`config.mk`:
```
export PLATFORM = sky130hd
export DESIGN_NAME = uart_tx_sched_flat
export DESIGN_NICKNAME = d
export VERILOG_FILES = /design/src/rtl/uart_tx_sched_pkg.sv /design/src/rtl/uart_tx_sched_if.sv /design/src/rtl/uart_tx_sched_arbiter.sv /design/src/rtl/uart_tx_sched.sv /design/src/flat_wrapper.sv
export SDC_FILE = /design/constraint.sdc
export NUM_CORES = 1
export LEC_CHECK = 0
export BUFFER_PORTS_ARGS = -buffer_cell sky130_fd_sc_hd__buf_2
export CAP_MARGIN = 20
export CELL_PAD_IN_SITES_DETAIL_PLACEMENT = 1
export CELL_PAD_IN_SITES_GLOBAL_PLACEMENT = 1
export CORE_MARGIN = 8
export CORE_UTILIZATION = 40
export CTS_CLUSTER_DIAMETER = 80
export CTS_CLUSTER_SIZE = 25
export DETAILED_ROUTE_END_ITERATION = 12
export GPL_ROUTABILITY_DRIVEN = 0
export PLACE_DENSITY_LB_ADDON = 0.1
export SETUP_SLACK_MARGIN = 0.2
export SLEW_MARGIN = 20
export SYNTH_ARGS = -nofsm -noshare
export SYNTH_HDL_FRONTEND = slang
export SYNTH_SLANG_ARGS = --single-unit
export TNS_END_PERCENT = 5
```
`constraint.sdc`:
```
create_clock -name clock -period 7.8 [get_ports clock]
set_input_delay 1.17 -clock clock [delete_from_list [all_inputs] [get_ports clock]]
set_output_delay 1.17 -clock clock [all_outputs]
set_load 0.1 [all_outputs]
```
`src/rtl/uart_tx_sched_pkg.sv`:
```
// Shared types and constants for the uart_tx_sched scheduler.
package uart_pkg;

  localparam int BAUD_SEL_W = 3;
  localparam logic [BAUD_SEL_W-1:0] BAUD_SEL_RST = 3'b111;

  typedef enum logic [1:0] {
    ST_IDLE  = 2'd0,
    ST_START = 2'd1,
    ST_BUSY  = 2'd2,
    ST_GAP   = 2'd3
  } sched_state_e;

  // Width of a requester index; never narrower than one bit.
  function automatic int gid_w(input int n);
    return (n > 1) ? $clog2(n) : 1;
  endfunction

endpackage

```
`src/rtl/uart_tx_sched_if.sv`:
```
// Requester byte handshake plus the uart_ip transmit-side signals.
// slave: the scheduler. master: byte sources / uart_ip side.
interface uart_tx_sched_if #(
  parameter int NUM_REQ = 4
);
  import uart_pkg::*;

  logic [NUM_REQ-1:0]            req_valid;
  logic [8*NUM_REQ-1:0]          req_data;
  logic [BAUD_SEL_W*NUM_REQ-1:0] req_baud;
  logic [NUM_REQ-1:0]            req_ready;
  logic                          start_tx;
  logic [7:0]                    tx_data;
  logic [BAUD_SEL_W-1:0]         baud_tx_sel;
  logic                          tx_done;

  modport slave (
    input  req_valid, req_data, req_baud, tx_done,
    output req_ready, start_tx, tx_data, baud_tx_sel
  );

  modport master (
    output req_valid, req_data, req_baud, tx_done,
    input  req_ready, start_tx, tx_data, baud_tx_sel
  );

endinterface

```
`src/rtl/uart_tx_sched_arbiter.sv`:
```
// Combinational round-robin pick: first valid requester at or after i_rr_ptr.
module uart_rr_arbiter
  import uart_pkg::*;
#(
  parameter int NUM_REQ = 4,
  parameter int IDX_W   = gid_w(NUM_REQ)
) (
  input  logic [NUM_REQ-1:0] i_req_valid,
  input  logic [IDX_W-1:0]   i_rr_ptr,
  output logic [NUM_REQ-1:0] o_grant,
  output logic [IDX_W-1:0]   o_grant_idx,
  output logic               o_any
);

  logic [IDX_W-1:0] w_idx;

  // Walk the requesters starting at the pointer, wrapping modulo NUM_REQ.
  always_comb begin
    o_grant     = '0;
    o_grant_idx = '0;
    o_any       = 1'b0;
    w_idx       = '0;
    for (int k = 0; k < NUM_REQ; k++) begin
      w_idx = IDX_W'((int'(i_rr_ptr) + k) % NUM_REQ);
      if (!o_any && i_req_valid[w_idx]) begin
        o_any          = 1'b1;
        o_grant[w_idx] = 1'b1;
        o_grant_idx    = w_idx;
      end
    end
  end

endmodule

```
`src/rtl/uart_tx_sched.sv`:
```
// Round-robin transmit scheduler sharing one uart_ip transmitter between
// NUM_REQ byte requesters. Optional watchdog: UART_TX_SCHED_TIMEOUT_EN.
module uart_tx_sched
  import uart_pkg::*;
#(
  parameter int  NUM_REQ        = 4,
  parameter int  GAP_CYCLES     = 16,
  parameter int  TIMEOUT_CYCLES = 200000,
  localparam int GID_W          = gid_w(NUM_REQ)
) (
  input  logic             clock,
  input  logic             resetn,
  input  logic             uart_en,
  uart_tx_sched_if.slave   bus,
  output logic             busy,
  output logic [GID_W-1:0] grant_id,
  output logic             tx_err,
  input  logic             err_clr
);

  localparam bit         GAP_EN   = (GAP_CYCLES > 0);
  localparam logic [7:0] GAP_LAST = GAP_EN ? 8'(GAP_CYCLES - 1) : 8'd0;

  sched_state_e          r_state, w_state_nxt;
  logic [GID_W-1:0]      r_rr_ptr;
  logic [NUM_REQ-1:0]    r_req_ready;
  logic                  r_start_tx;
  logic [7:0]            r_tx_data;
  logic [BAUD_SEL_W-1:0] r_baud;
  logic [GID_W-1:0]      r_gid;
  logic [7:0]            r_gap;

  logic [NUM_REQ-1:0]    w_grant;
  logic [GID_W-1:0]      w_gidx;
  logic                  w_any;
  logic                  w_grant_slot;
  logic                  w_grant_en;
  logic                  w_done_ok;
  logic                  w_wd_hit;

  uart_rr_arbiter #(.NUM_REQ(NUM_REQ), .IDX_W(GID_W)) u_arb (
    .i_req_valid (bus.req_valid),
    .i_rr_ptr    (r_rr_ptr),
    .o_grant     (w_grant),
    .o_grant_idx (w_gidx),
    .o_any       (w_any)
  );

  // tx_done only counts once start_tx has been presented to uart_ip.
  assign w_done_ok = (r_state == ST_BUSY) && !r_start_tx && bus.tx_done;

  // Next state; a grant may be taken on any edge that leads back to IDLE so
  // the next byte is accepted in the same cycle IDLE would have been entered.
  always_comb begin
    w_state_nxt  = r_state;
    w_grant_slot = 1'b0;
    w_grant_en   = 1'b0;
    case (r_state)
      ST_IDLE:  w_grant_slot = 1'b1;
      ST_START: w_state_nxt  = ST_BUSY;
      ST_BUSY: begin
        if (w_done_ok) begin
          if (GAP_EN) begin
            w_state_nxt = ST_GAP;
          end else begin
            w_state_nxt  = ST_IDLE;
            w_grant_slot = 1'b1;
          end
        end else if (w_wd_hit) begin
          w_state_nxt = ST_IDLE;
        end
      end
      ST_GAP: begin
        if (r_gap == GAP_LAST) begin
          w_state_nxt  = ST_IDLE;
          w_grant_slot = 1'b1;
        end
      end
      default: w_state_nxt = ST_IDLE;
    endcase
    if (!uart_en) begin
      w_state_nxt = ST_IDLE;
    end else if (w_grant_slot && w_any) begin
      w_state_nxt = ST_START;
      w_grant_en  = 1'b1;
    end
  end

  // State register, grant latch, start pulse and gap counter.
  always_ff @(posedge clock) begin
    if (!resetn) begin
      r_state     <= ST_IDLE;
      r_rr_ptr    <= '0;
      r_req_ready <= '0;
      r_start_tx  <= 1'b0;
      r_tx_data   <= '0;
      r_baud      <= BAUD_SEL_RST;
      r_gid       <= '0;
      r_gap       <= '0;
    end else begin
      r_state     <= w_state_nxt;
      r_req_ready <= w_grant_en ? w_grant : '0;
      r_start_tx  <= uart_en && (r_state == ST_START);
      r_gap       <= (r_state == ST_GAP && w_state_nxt == ST_GAP) ? r_gap + 8'd1 : 8'd0;
      if (w_grant_en) begin
        r_tx_data <= bus.req_data[8*int'(w_gidx) +: 8];
        r_baud    <= bus.req_baud[BAUD_SEL_W*int'(w_gidx) +: BAUD_SEL_W];
        r_gid     <= w_gidx;
        r_rr_ptr  <= (w_gidx == GID_W'(NUM_REQ - 1)) ? '0 : w_gidx + 1'b1;
      end
    end
  end

`ifdef UART_TX_SCHED_TIMEOUT_EN
  localparam int               WD_W    = $clog2(TIMEOUT_CYCLES + 1);
  localparam logic [WD_W-1:0]  WD_LAST = WD_W'(TIMEOUT_CYCLES - 1);

  logic [WD_W-1:0] r_wd;
  logic            r_tx_err;

  // A frame that never completes is abandoned; an abort via uart_en wins.
  assign w_wd_hit = uart_en && (r_state == ST_BUSY) && !r_start_tx &&
                    !bus.tx_done && (r_wd == WD_LAST);

  // Watchdog counts BUSY cycles spent waiting for tx_done.
  always_ff @(posedge clock) begin
    if (!resetn) begin
      r_wd <= '0;
    end else if (r_state == ST_BUSY && !r_start_tx) begin
      r_wd <= r_wd + 1'b1;
    end else begin
      r_wd <= '0;
    end
  end

  // Sticky error; a new timeout beats a simultaneous clear.
  always_ff @(posedge clock) begin
    if (!resetn) begin
      r_tx_err <= 1'b0;
    end else if (w_wd_hit) begin
      r_tx_err <= 1'b1;
    end else if (err_clr) begin
      r_tx_err <= 1'b0;
    end
  end

  assign tx_err = r_tx_err;
`else
  logic w_unused_err_clr;

  assign w_wd_hit         = 1'b0;
  assign tx_err           = 1'b0;
  assign w_unused_err_clr = err_clr ^ (TIMEOUT_CYCLES == 0);
`endif

  assign bus.req_ready   = r_req_ready;
  assign bus.start_tx    = r_start_tx;
  assign bus.tx_data     = r_tx_data;
  assign bus.baud_tx_sel = r_baud;
  assign grant_id        = r_gid;
  assign busy            = (r_state != ST_IDLE);

endmodule

```
`src/flat_wrapper.sv`:
```
// flat-port wrapper written by rule: the top's interface ports become plain ports
module uart_tx_sched_flat import uart_pkg::*;
#(
  parameter int  NUM_REQ        = 4,
  parameter int  GAP_CYCLES     = 16,
  parameter int  TIMEOUT_CYCLES = 200000,
  localparam int GID_W          = gid_w(NUM_REQ)
)
  (clock, resetn, uart_en, busy, grant_id, tx_err, err_clr, bus_req_valid, bus_req_data, bus_req_baud, bus_tx_done, bus_req_ready, bus_start_tx, bus_tx_data, bus_baud_tx_sel);
  uart_tx_sched_if #(.NUM_REQ(NUM_REQ)) bus_i ();
  input  logic clock;
  input  logic resetn;
  input  logic uart_en;
  output logic busy;
  output logic [GID_W-1:0] grant_id;
  output logic tx_err;
  input  logic err_clr;
  input wire logic [$bits(bus_i.req_valid)-1:0] bus_req_valid;
  input wire logic [$bits(bus_i.req_data)-1:0] bus_req_data;
  input wire logic [$bits(bus_i.req_baud)-1:0] bus_req_baud;
  input wire logic [$bits(bus_i.tx_done)-1:0] bus_tx_done;
  output wire logic [$bits(bus_i.req_ready)-1:0] bus_req_ready;
  output wire logic [$bits(bus_i.start_tx)-1:0] bus_start_tx;
  output wire logic [$bits(bus_i.tx_data)-1:0] bus_tx_data;
  output wire logic [$bits(bus_i.baud_tx_sel)-1:0] bus_baud_tx_sel;
  assign bus_i.req_valid = bus_req_valid;
  assign bus_i.req_data = bus_req_data;
  assign bus_i.req_baud = bus_req_baud;
  assign bus_i.tx_done = bus_tx_done;
  assign bus_req_ready = bus_i.req_ready;
  assign bus_start_tx = bus_i.start_tx;
  assign bus_tx_data = bus_i.tx_data;
  assign bus_baud_tx_sel = bus_i.baud_tx_sel;
  uart_tx_sched #(.NUM_REQ(NUM_REQ), .GAP_CYCLES(GAP_CYCLES), .TIMEOUT_CYCLES(TIMEOUT_CYCLES)) u_core (.clock(clock), .resetn(resetn), .uart_en(uart_en), .bus(bus_i), .busy(busy), .grant_id(grant_id), .tx_err(tx_err), .err_clr(err_clr));
endmodule
```
Word level (Yosys, flattened, before mapping)
Cells that the tools add are included.
Widths: inputs -> output; s select.
{"block": "word_totals", "reg_bits": 30, "wordCells": 91, "output_inout_bits": 20}
{"block": "op_classes", "n_eq_ne": 6, "multipliers": 1, "shift": 2, "n_lt_le_gt_ge": 8, "addsub": 5, "n_reduce_logical": 20, "n_bitwise": 3, "n_mux": 38}
{"op": "$shiftx 12x32->3", "count": 1}
{"op": "$shiftx 32x6->8", "count": 1}
{"op": "$mux 2", "count": 9}
{"op": "$mux 4", "count": 4}
{"op": "$mux 1", "count": 15}
{"op": "$logic_and 1x1->1", "count": 12}
{"op": "$lt 2x3->1 const B", "count": 4}
{"op": "$or 4x4->4", "count": 3}
{"op": "$add 8x1->8 const B", "count": 1}
{"op": "$bmux 1 s2", "count": 4}
{"op": "$demux 1 s2", "count": 4}
{"op": "$eq 2x2->1 const B", "count": 4}
{"op": "$eq 8x4->1 const B", "count": 1}
{"op": "$ge 2x1->1 const B", "count": 4}
{"op": "$pmux 2 s3", "count": 1}
{"op": "$add 2x1->2 const B", "count": 2}
{"op": "$add 2x2->2 const B", "count": 2}
{"op": "$logic_not 1->1", "count": 4}
{"op": "$mul 2x2->4 const A", "count": 1}
{"op": "$reduce_and 2->1", "count": 2}
{"op": "$eq 2x1->1 const B", "count": 1}
{"op": "$logic_not 2->1", "count": 1}
{"op": "$pmux 1 s2", "count": 1}
{"op": "$reduce_bool 2->1", "count": 1}

Logic depth before layout (Yosys ltp)
Gate-level depths: netlist (run 1).
{"block": "logic_depth", "word_depth": 18, "depth_mapped": 12, "mapped_depth_nobuf": 8}

By module
From an unflattened synthesis (run 1), not the netlist that was laid out.
{"block": "hier_totals", "hier_cells": 206, "area_unflattened_um2": 2062.0}
{"mod": "uart_tx_sched", "seq_area_each_um2": 600.6, "area_per_inst_um2": 1642.8, "instances": 1, "cells_per_inst": 161}
{"mod": "uart_rr_arbiter", "seq_area_each_um2": 0.0, "area_per_inst_um2": 419.2, "instances": 1, "cells_per_inst": 45}

Worst setup path before layout (run 1)
Ideal clock, no wire load.
{"block": "synth_path", "kind": "input port to flip-flop", "startpoint": "in bus_req_valid[2]", "endpoint": "reg u_core.r_tx_data[3], in the netlist u_core.bus.tx_data[3]", "cell_stages": 8, "t_arrival_ps": 3019, "slack_ps": 4712, "path_cell_list": "buf_4 mux4_2 o21ba_1 or3_4 o21ai_4 buf_12 mux2_4 o21ai_1"}
{"block": "synth_between", "elab_chain_cells": 15}
{"element": "from (decl)", "line": "flat_wrapper.sv:18", "source": "input wire logic [$bits(bus_i.req_valid)-1:0] bus_req_valid;"}
{"element": "parallel branches: the longest is 15 deep, another holds $bmux 1 s2"}
{"element": "to (signal assigned)", "line": "uart_tx_sched.sv:106", "source": "r_tx_data <= bus.req_data[8*int'(w_gidx) +: 8];"}
{"element": "to (decl)", "line": "uart_tx_sched.sv:28", "source": "logic [7:0] r_tx_data;"}
Parallel ways; which one is timed is not known. The select of a mux whose other input is x is not followed.
A chain may end at the register's enable or synchronous reset.

Final worst setup path (run 1)
{"block": "layout_path", "startpoint": "reg u_core.r_rr_ptr[0]", "endpoint": "reg u_core.r_tx_data[0], in the netlist u_core.bus.tx_data[0]"}
{"block": "layout_between", "elab_chain_cells": 15}
{"element": "from (decl)", "line": "uart_tx_sched.sv:25", "source": "logic [GID_W-1:0] r_rr_ptr;"}
{"element": "from (signal assigned)", "line": "uart_tx_sched.sv:109", "source": "r_rr_ptr <= (w_gidx == GID_W'(NUM_REQ - 1)) ? '0 : w_gidx + 1'b1;"}
{"element": "parallel branches: the longest is 15 deep, another holds $add 2x1->2"}
Parallel ways; which one is timed is not known. The select of a mux whose other input is x is not followed.

==> impl_results.md, run 1 <==
* Status: finished, final reports clean
* Critical path required time at 8.00 ns
* Starting density of the core at 41.4%
* Fill count at 643
* # rows at 26
* Die width at 88.7 µm
* Non-Filler Instances at 370
* Core area at 0.00511 mm²
* Min cycle time layout at 3.76 ns
* PwrDens at 265 mW/mm²
* Worst-path clk slew at 0.07 ns
* Layout area overhead at 22.6%
* Period utilisation layout at 48.2%
* Synth Cell Area at 0.00211 mm²
* Initial DRC count at 69
* Max Root-Sink Buffers at 2
* Total gr overflow at 0
* Synth Flop Type: dfxtp_1
* Yosys top cell area share at 28.4%
* MaxCap Viol Count at 0
* Register area share after synthesis at 28.4%
* First-pass GRT wire length at 9380 µm
* Layout cells sized above 1 at 33.3%
* Vias at 1925
* Post-synth EDFFs at 0
* CP Capture Type: flip-flop
* Vias per Instance at 5.20
* Final Hold Violating Endpoints at 0
* Worst-Skew Late Latency at 0.28 ns
* Critical Path Start Type: flip-flop
* VDD IR max at 0.116 mV
* Max_slew headroom at 34.0%
* HPWL Detailed at 4270 µm
* Ranking of synthesized cells by area: dfxtp_1 28%, mux2i_1 9.0%, ha_1 8.3%
* Max Fclk at 0.266 GHz
* First-pass detailed-route iteration total at 4
* P_leak at 1.20 nW
* WS Path Type: flip-flop to flip-flop
* DP Area at 0.00245 mm²
* Clk pwr share at 28.8%
* Register area at 601 µm²
* Setup TNS Final at 0 ns
* Arr. time, crit path at 3.95 ns
* CTS root buf: clkbuf_8
* Gate Count Post-Synth at 236
* Clock sink total at 30
* Slew @ Worst Pin at 0.990 ns
* Die Height at 88.7 µm
* Final Cell Area at 0.00259 mm²
* Hold crit path type: flip-flop to flip-flop
* # setup viols final at 0
* Flop pwr share at 26.4%
* Yosys warning count at 0
* Setup Fix Bufs, Post-CTS at 0
* Hold_buf cts at 0
* Power, Total at 0.688 mW
* Core Util, Final at 50.8%
* Post-CTS Resized at 0
* Worst-path maximum fanout at 18
* Placed Instances at 362
* RSZ-0062 raised after global routing: no
* Fin. max-slew vios at 0
* Antenna-violating nets left at 0
* Seq cells post-synth at 30
* Final worst-path setup slack at 4.04 ns
* Net Count, Synth at 303
* Final Skew at 0.00575 ns
* Largest net degree at the start of global routing at 20
* Inserted Clock Buffers at 5
* Sw frac at 40.6%
* Internal power at 0.409 mW
* Htree depth at 2
* Ys async rst share at 0%
* NumNets Final at 366
* Combinational group share of total power at 44.8%
* GRT Util Overall at 15.0%
* Worst Hold Margin at 0.446 ns
* Post-synthesis cell type count at 56
* Routed Wire Length at 5530 µm
* Pre-CTS WS at 3.99 ns
* CTS tree: done
* Switching power at 0.279 mW
* Full die area at 0.00787 mm²
* DR WL/cell at 14.9 µm
* Top-Level Pins at 73
* # port buffers at 70
* Largest area contributor in the netlist: dfxtp_1
* Initial antenna violation count at 0
* Ant. Diodes at 0
* Mapped Avg Cell Area at 8.96 µm²
* Vias in the first global route at 2078
* Multi-input logic area at 0.00137 mm²
* Drt drc at 0
[power by group through the flow]
stage | clock network, mW | registers [mW] | logic [mW]
after floorplan | 0 | 0.267 | 0.187
after global placement | 0 | 0.184 | 0.308
after detailed placement | 0 | 0.185 | 0.311
after CTS | 0.203 | 0.182 | 0.313
after global routing | 0.209 | 0.184 | 0.336
final | 0.198 | 0.182 | 0.308
[routing by layer]
layer | GRT usage (%) | part of all wire, % | wire [µm] | vias to the layer above
li1 | - | - | - | 977
met1 | 17.2 | 45 | 2500 | 891
met2 | 24.9 | 46 | 2530 | 55
met3 | 6.41 | 8.5 | 469 | 2
met4 | 3.69 | 0.47 | 26 | 0
met5 | 0 | 0 | 0 | -
[registers in the layout, indices dropped and copies added (netlist names)]
| register | cells |
|---|---|
| u_core.bus.tx_data | 8 |
| u_core.r_rr_ptr | 2 |
| u_core.bus.req_ready | 4 |
| u_core.grant_id | 2 |
| u_core.bus.start_tx | 1 |
| u_core.r_state | 2 |
| u_core.bus.baud_tx_sel | 3 |
| u_core.r_gap | 8 |
[kinds of logic after synthesis]
group / share of synthesized area (%)
buffers and inverters: 7.87
adder cells (fa/ha/maj): 8.28
AND/OR/NAND/NOR: 17.2
flip-flops: 28.4
multiplexers: 16.8
other: 0.177
AO/OA/AOI/OAI: 18.4
XOR/XNOR: 2.90
[cells in the mapped netlist, types with 5 or more instances]
library cell,count
o21ai_0,10
inv_1,11
a21oi_1,8
o211ai_1,6
nor2_1,26
mux2i_1,19
dfxtp_1,30
nand3_1,13
nand2_1,11
ha_1,14
o21ai_1,5
[worst paths after layout]
kind                                          from               endpoint  slack [ns]  cells past startpoint
worst max-delay path            u_core.r_rr_ptr[0]  u_core.bus.tx_data[0]        4.04                      8
worst min-delay path               u_core.r_gap[0]        u_core.r_gap[0]        0.45                      1
worst max register to register  u_core.r_rr_ptr[0]  u_core.bus.tx_data[0]        4.04                      8
worst min register to register     u_core.r_gap[0]        u_core.r_gap[0]        0.45                      1
[placed cells by master, fill, tap and decap left out, types with 3 or more instances in the layout]
cell,Yosys,final
mux2_4,4,4
dfxtp_1,30,30
mux2i_1,19,19
nor2_1,26,26
nand2_1,11,11
o211ai_1,6,6
o2111ai_1,3,3
clkbuf_8,1,6
ha_1,14,14
and3_1,4,4
inv_1,11,11
mux2_2,3,3
nand3_1,13,13
nor4_1,3,3
xor2_1,4,4
o21ai_1,5,5
o21ai_0,10,10
buf_2,0,70
a21o_1,3,3
a21oi_1,8,8
a22oi_1,4,4
xnor2_1,3,3
nor3_1,3,3
a221oi_1,4,4
[layout make-up]
class / instances / area share, %
multi-input cells: 180 / 52.7
flip-flops and latches: 30 / 23.2
repair buffers: 70 / 13.5
well taps: 70 / 3.38
clock buffers: 6 / 3.19
clock inverters: 2 / 2.32
inverters: 12 / 1.74
[critical path, cell delays in order (launching register included)]
cell and delay, ns:
dfxtp_1 0.76, inv_2 0.26, ha_1 0.56, mux4_2 0.43
nor2b_1 0.53, nor2_2 0.11, o21ai_4 0.47, mux2_2 0.39
o21ai_0 0.16
No activity file was read; power rests on OpenSTA's default activity.
==> run 2: changes to the inputs <==
- ABC_AREA: default -> 1
- CORE_UTILIZATION: 40 -> 35
- clock period: 7.8 -> 3.5 ns (I/O delays scaled with it)
==> impl_results.md, run 2 <==
* Status: finished, final reports clean
* RSZ-0062 raised after global routing: no
* Max Root-Sink Buffers at 2
* Critical path required time at 3.66 ns
* Yosys top cell area share at 26.4%
* Ranking of synthesized cells by area: dfxtp_1 26%, nand3_1 14%, nand2_1 12%
* # setup viols final at 0
* Clock sink total at 30
* First-pass GRT wire length at 11600 µm
* Count leader, synth: nand2_1
* Synth Cell Area at 0.00228 mm²
* Period utilisation layout at 82.0%
* Post-synth EDFFs at 0
* Routed Wire Length at 6880 µm
* Sw frac at 60.2%
* Setup Fix Bufs, Post-CTS at 0
* MaxCap Viol Count at 0
* Inserted Clock Buffers at 5
* Vias in the first global route at 2508
* Starting density of the core at 36.0%
* Commonest cells in the synthesized netlist: 70 x nand2_1, 64 x nand3_1, 59 x inv_1
* Ant. Diodes at 0
* Top-Level Pins at 73
* DR WL/cell at 14.1 µm
* VDD IR max at 0.516 mV
* Arr. time, crit path at 3.03 ns
* Max Fclk at 0.349 GHz
* Die width at 96.6 µm
* Worst Hold Path Cells at 1
* Die Height at 96.6 µm
* CP Capture Type: flip-flop
* WS Path Type: flip-flop to flip-flop
* CP peak stage delay at 0.53 ns
* Placed Instances at 481
* Vias at 2376
* Switching power at 1.44 mW
* Worst-Skew Late Latency at 0.27 ns
* Gate Count Post-Synth at 345
* Hold crit path type: flip-flop to flip-flop
* Ys async rst share at 0%
* Post-CTS Resized at 0
* Final Hold Violating Endpoints at 0
* Min cycle time layout at 2.87 ns
* Drt drc at 0
* Largest net degree at the start of global routing at 25
* Power, Total at 2.40 mW
* Full die area at 0.00934 mm²
* Combinational group share of total power at 69.7%
* CTS root buf: clkbuf_8
* CP dominant cell by count: inv_1
* Final Skew at 0.00695 ns
* Yosys warning count at 0
* # rows at 29
* Worst-path maximum fanout at 24
* PwrDens at 878 mW/mm²
* Layout area overhead at 20.0%
* Htree depth at 2
* Clk pwr share at 10.5%
* Register area share after synthesis at 26.4%
* Total gr overflow at 0
* Internal power at 0.956 mW
* HPWL Detailed at 5430 µm
* Layout cells sized above 1 at 25.1%
* R2R depth at 13
* Most frequent cells in the layout: 70 x nand2_1, 70 x buf_2, 64 x nand3_1, 59 x inv_1, 30 x dfxtp_1
* P_leak at 1.48 nW
* # port buffers at 70
* Synth Flop Type: dfxtp_1
* Hold_buf cts at 0
* Fill count at 878
* NumNets Final at 478
* First-pass detailed-route iteration total at 4
* CTS tree: done
* Flop pwr share at 19.8%
* GRT Util Overall at 14.5%
* Antenna-violating nets left at 0
* Non-Filler Instances at 488
* CP cell instances: inv_1, ha_1, inv_1, nand3_2, nand2_4, a21oi_1, nand2_1, nand2_4, inv_1, nand2_1, o21ai_1, nor2_1, nor2_1
* Crit-path slowest cell: dfxtp_1
* Worst-path clk slew at 0.06 ns
* Seq cells post-synth at 30
* Largest area contributor in the netlist: dfxtp_1
* Mapped Avg Cell Area at 6.60 µm²
* Post-synthesis cell type count at 37
* Net Count, Synth at 412
* Initial DRC count at 72
* Critical Path Start Type: flip-flop
* Setup TNS Final at 0 ns
* Initial antenna violation count at 1
* Fin. max-slew vios at 0
* Core area at 0.00631 mm²
* Vias per Instance at 4.87
==> run 2: cell types whose count changed in the layout (fill, tap and decap cells not counted), sizes merged, moves of 5 or more <==
cell | before | now
nand2 | 12 | 79
nand3 | 13 | 70
inv | 12 | 63
mux2i | 19 | 0
o21ai | 16 | 7
mux2 | 7 | 0
a21oi | 8 | 14
nor2 | 27 | 22
o21a | 2 | 7
==> run 2: power by group through the flow <==
stage	sequential (mW)	combinational (mW)	clock (mW)
final	0.474	1.67	0.252
after global routing	0.482	1.83	0.277
after CTS	0.473	1.69	0.263
after detailed placement	0.480	1.69	0
after global placement	0.478	1.66	0
after floorplan	0.942	0.941	0
==> run 2: metrics by stage <==
stage	utilization (%)	instance area, µm²	hold WS, ns	worst slack (ns)
floorplan	-	2280	0.418	1.32
global placement	42.1	2660	0.433	0.673
detailed placement	42.1	2660	0.443	0.629
CTS	43.3	2730	0.456	0.604
global route	43.3	2730	0.488	0.354
finish	43.3	2730	0.448	0.631
==> run 2: final timing paths <==
path / start / to / slack, ns
max: u_core.r_rr_ptr[1] / u_core.r_rr_ptr[1] / 0.63
min: u_core.r_gap[0] / u_core.r_gap[0] / 0.45
max reg2reg: u_core.r_rr_ptr[1] / u_core.r_rr_ptr[1] / 0.63
min reg2reg: u_core.r_gap[0] / u_core.r_gap[0] / 0.45
==> run 2: cell families after synthesis <==
kind of cell	count (synthesis)	share of synthesized area [%]
fa+ha+maj	14	7.70
buf+inv	77	14.5
xor+xnor	3	1.15
flops	30	26.4
other cells	1	0.165
simple gates	183	40.2
compound gates	37	9.90
==> run 2: metal layers <==
metal | up-vias | GRT usage, % | share of wire, %
met5 | - | 0 | 0.12
met3 | 6 | 4.77 | 5.1
met1 | 1090 | 17.3 | 48
li1 | 1227 | - | -
met2 | 51 | 24.8 | 46
met4 | 2 | 2.13 | 0.51
==> run 2: worst max-delay path, delay by kind of cell, from the launching register on <==
family                   cells  cell delay (ns)
buffers and inverters        3             0.48
AND/OR/NAND/NOR              7             1.09
flip-flops                   1             0.53
adder cells (fa/ha/maj)      1             0.42
AO/OA/AOI/OAI                2             0.23
==> run 2: final cells by class <==
type | instances | area (µm²) | area share, %
multi-input combinational | 238 | 1350 | 49.2
tap | 77 | 96.3 | 3.53
inverter | 64 | 248 | 9.07
sequential | 30 | 601 | 22.0
timing repair buffer | 72 | 365 | 13.4
clock buffer | 7 | 76.3 | 2.79
